$ cat src/rtl/p2l_stretcher.sv
// p2l_stretcher: stretches one-cycle triggers into a fixed-length high level
// followed by a guaranteed low gap, counting rejected triggers.
module p2l_stretcher #(
  parameter int HOLD_CYCLES = 100,
  parameter int GAP_CYCLES  = 10,
  parameter bit RETRIGGER   = 1'b1
) (
  input  logic       clk,
  input  logic       reset,
  input  logic       signal_in,
  input  logic       clear_drops,
  output logic       signal_out,
  output logic       busy,
  output logic [7:0] drop_count
);

  localparam int MAXC = (HOLD_CYCLES > GAP_CYCLES) ?
                        HOLD_CYCLES : GAP_CYCLES;
  localparam int CW = $clog2(MAXC + 1);
  localparam logic [CW-1:0] HOLD_LD = CW'(HOLD_CYCLES - 1);
  localparam logic [CW-1:0] GAP_LD =
    (GAP_CYCLES > 0) ? CW'(GAP_CYCLES - 1) : '0;
  localparam logic [CW-1:0] ONE = CW'(1);

  typedef enum logic [1:0] {
    IDLE,
    HOLD,
    GAP
  } state_t;

  state_t        state;
  state_t        state_nx;
  logic [CW-1:0] cnt;
  logic [CW-1:0] cnt_nx;
  logic          drop;

  always_comb begin
    state_nx = state;
    cnt_nx   = cnt;
    drop     = 1'b0;
    unique case (state)
      IDLE: begin
        if (signal_in) begin
          state_nx = HOLD;
          cnt_nx   = HOLD_LD;
        end
      end
      HOLD: begin
        // an accepted retrigger beats expiry, even on the cnt=0 cycle
        if (signal_in && RETRIGGER) begin
          cnt_nx = HOLD_LD;
        end else begin
          drop = signal_in;
          if (cnt != '0) begin
            cnt_nx = cnt - ONE;
          end else if (GAP_CYCLES > 0) begin
            state_nx = GAP;
            cnt_nx   = GAP_LD;
          end else begin
            state_nx = IDLE;
            cnt_nx   = '0;
          end
        end
      end
      GAP: begin
        drop = signal_in;
        if (cnt == '0) begin
          state_nx = IDLE;
        end else begin
          cnt_nx = cnt - ONE;
        end
      end
      default: begin
        state_nx = IDLE;
        cnt_nx   = '0;
      end
    endcase
  end

  // outputs are flops loaded from next state so pins never glitch
  always_ff @(posedge clk) begin
    if (reset) begin
      state      <= IDLE;
      cnt        <= '0;
      signal_out <= 1'b0;
      busy       <= 1'b0;
      drop_count <= 8'd0;
    end else begin
      state      <= state_nx;
      cnt        <= cnt_nx;
      signal_out <= (state_nx == HOLD);
      busy       <= (state_nx != IDLE);
      if (clear_drops) begin
        drop_count <= 8'd0;
      end else if (drop && (drop_count != 8'hFF)) begin
        drop_count <= drop_count + 8'd1;
      end
    end
  end

endmodule

$ cat config.mk
export PLATFORM = sky130hd
export DESIGN_NAME = p2l_stretcher
export DESIGN_NICKNAME = d
export VERILOG_FILES = /design/src/rtl/p2l_stretcher.sv
export SDC_FILE = /design/constraint.sdc
export NUM_CORES = 1
export LEC_CHECK = 0
export BUFFER_PORTS_ARGS = -buffer_cell sky130_fd_sc_hd__buf_2
export CAP_MARGIN = 20
export CORE_MARGIN = 2
export CORE_UTILIZATION = 60
export DETAILED_ROUTE_END_ITERATION = 16
export GPL_ROUTABILITY_DRIVEN = 0
export PLACE_DENSITY = 0.81
export SETUP_SLACK_MARGIN = 0.5
export SKIP_CTS_REPAIR_TIMING = 1
export SYNTH_ARGS = -nofsm -noshare
export SYNTH_HDL_FRONTEND = slang
export SYNTH_SLANG_ARGS = --single-unit
$ cat constraint.sdc
create_clock -name clk -period 3.2 [get_ports clk]
set_input_delay 0.16 -clock clk [delete_from_list [all_inputs] [get_ports clk]]
set_output_delay 0.16 -clock clk [all_outputs]
set_load 0.01 [all_outputs]
==> results_dict.tcl <==
set metrics [dict create \
    drc_errors 0 \
    antenna_found_initial 0 \
    synthSimpleGateAreaFrac 0.238 \
    start_util 0.627 \
    grt_max_degree 17 \
    path_max_fanout 16 \
    max-cap-violations 0 \
    synth_top_family_by_area "compound AO/OA/AOI/OAI gates" \
    yosysWarnings 0 \
    grt_usage 0.232 \
    synth-seq-cells 19 \
    syn-cell-area_sq_um 1070 \
    routedWlPerCell_um 12.9 \
    status "completed" \
    critPathKind "reg -> reg" \
    dieArea_sq_um 2140 \
    finalHoldViolations 0 \
    mostFrequentLayoutCells "21 x nor2_1, 19 x dfxtp_1, 13 x buf_2" \
    synth_mux_area_frac 0.0199 \
    fmax_mhz 538 \
    final_common_cell "nor2_1" \
    hold_class "in -> reg" \
    die_x_um 46.3 \
    setup_violations 0 \
    vias 966 \
    worstSetupEndpointType "flop" \
    clockPowerShare 0.242 \
    portBuffers 13 \
    cts_tree "done" \
    p_leak_nw 0.437 \
    ir_worst_vdd_mv 0.243 \
    antenna_cells 0 \
    synthCells 126 \
    swShare 0.299 \
    overflow 0 \
    arrival_ns 2.05 \
    rsz0062_at_grt "false" \
    cts_buffers 3 \
    htree_levels 1 \
    p_per_area_nw_per_um2 417 \
    p_sw_uw 146 \
    synth_edf_count 0 \
    p_seq_frac 0.549 \
    crit_required_ns 3.40 \
    synthesis.nets 133 \
    ant_nets 0 \
    ios 14 \
    synth-xor-area-share 0.0654 \
    vias_per_cell 5.93 \
    num_rows 15 \
    layout_min_cycle_time_ns 1.86 \
    intPower_uw 344 \
    clk_path_buf_depth 2 \
    cts_sinks 19 \
    area_delta_synth_final_pct 9.70 \
    ys_seq_area_frac 0.355 \
    period_share 0.581 \
    tightest_slew_ns 0.583 \
    grt_pass1_vias 832 \
    routed_wl_mm 2.11 \
    dr.pass1.iters 4 \
    drt-initial-drc-count 17 \
    slew_viol_final 0 \
    drive_gt1_frac 0.188 \
    synthArstFlopShare 0 \
    layout.nets 146 \
    fp.dieH_um 46.3 \
    synthAdderAreaFrac 0.0350 \
    avgSynthCellArea_sq_um 8.50 \
    start_kind "flop" \
    clkTransAtPathRegs_ns 0.10 \
    grt_pass1_wl_mm 3.49 \
    hpwlAfterDp_mm 1.56 \
    finalSetupTns_ns 0 \
    clk_latency_ns 0.29 \
    combPwrFrac 0.209 \
    cts_root_buf "clkbuf_4" \
    skew_ns 0.00266 \
    coreArea_sq_um 1710 \
    synth_compound_area_frac 0.251 \
    whs_ns 0.117 \
    synth_cell_types 41 \
    max-slew-margin-rel 0.601 \
    ys.flop_type "dfxtp_1" \
]
## cells in the mapped netlist (all sizes together), types with 2 or more instances
cell type / instances / area share
nor2: 21 / 0.074
dfxtp: 19 / 0.36
a21oi: 10 / 0.050
xnor2: 8 / 0.065
o21ai: 7 / 0.033
inv: 5 / 0.018
a2111oi: 4 / 0.033
a211oi: 4 / 0.028
clkbuf: 4 / 0.014
or4: 4 / 0.035
ha: 3 / 0.035
nand2: 3 / 0.011
nor2b: 3 / 0.018
or2: 3 / 0.018
a311oi: 2 / 0.016
nand2b: 2 / 0.012
nand3: 2 / 0.0093
o31ai: 2 / 0.014
## logic make-up after synthesis
kind of cell	after synthesis
buf+inv	10
mux	2
flops	19
compound gates	39
fa+ha+maj	3
xor+xnor	8
simple gates	45
## critical path, cell delays in order (launching register included)
cell       delay (ns)
dfxtp_1          0.63
nand3b_1         0.30
a2111oi_0        0.60
xnor2_1          0.18
nor2_1           0.05
## layout make-up
cell class                 count  area (sq um)
tap                           25          31.3
multi-input combinational     97           653
sequential                    19           380
inverter                       5          18.8
clock buffer                   4          26.3
fill                         152           533
timing repair buffer          13          65.1
## path summary, 6_finish.rpt
check	start	to	slack (ns)	cells past startpoint
setup / recovery	state[1]$_SDFF_PP0_	drop_count[4]$_SDFFE_PP0P_	1.34	4
hold reg to reg	drop_count[6]$_SDFFE_PP0P_	drop_count[6]$_SDFFE_PP0P_	0.50	2
hold / removal	reset	state[1]$_SDFF_PP0_	0.12	2
setup reg to reg	state[1]$_SDFF_PP0_	drop_count[4]$_SDFFE_PP0P_	1.34	4
## state kept, by name, summed over array words and instances, names as in the netlist
name,cells
drop_count,8
cnt,7
state,2
busy,1
signal_out,1
## power groups by stage
stage | registers [mW] | clock network [mW] | logic (mW)
finish | 0.269 | 0.119 | 0.102
global route | 0.272 | 0.135 | 0.115
CTS | 0.269 | 0.124 | 0.102
detailed placement | 0.274 | 0 | 0.102
global placement | 0.274 | 0 | 0.0985
floorplan | 0.269 | 0 | 0.0840
## per-layer routing
metal	vias up	GRT usage	share of wire
met4	0	0.120	0.021
met5	-	0	0
met2	21	0.403	0.52
met1	450	0.267	0.43
met3	4	0.0392	0.029
li1	491	-	-
## through the flow
| step | total power [mW] | setup WS, ns | util | cell area [sq um] | std cells |
|---|---|---|---|---|---|
| floorplan | 0.353 | 1.46 | - | 1070 | 126 |
| global placement | 0.372 | 1.43 | 0.673 | 1150 | 159 |
| detailed placement | 0.376 | 1.39 | 0.673 | 1150 | 159 |
| CTS | 0.495 | 1.36 | 0.688 | 1170 | 163 |
| global route | 0.522 | 1.11 | 0.688 | 1170 | 163 |
| finish | 0.490 | 1.34 | 0.688 | 1170 | 163 |
Power figures use the tool's default switching activity.
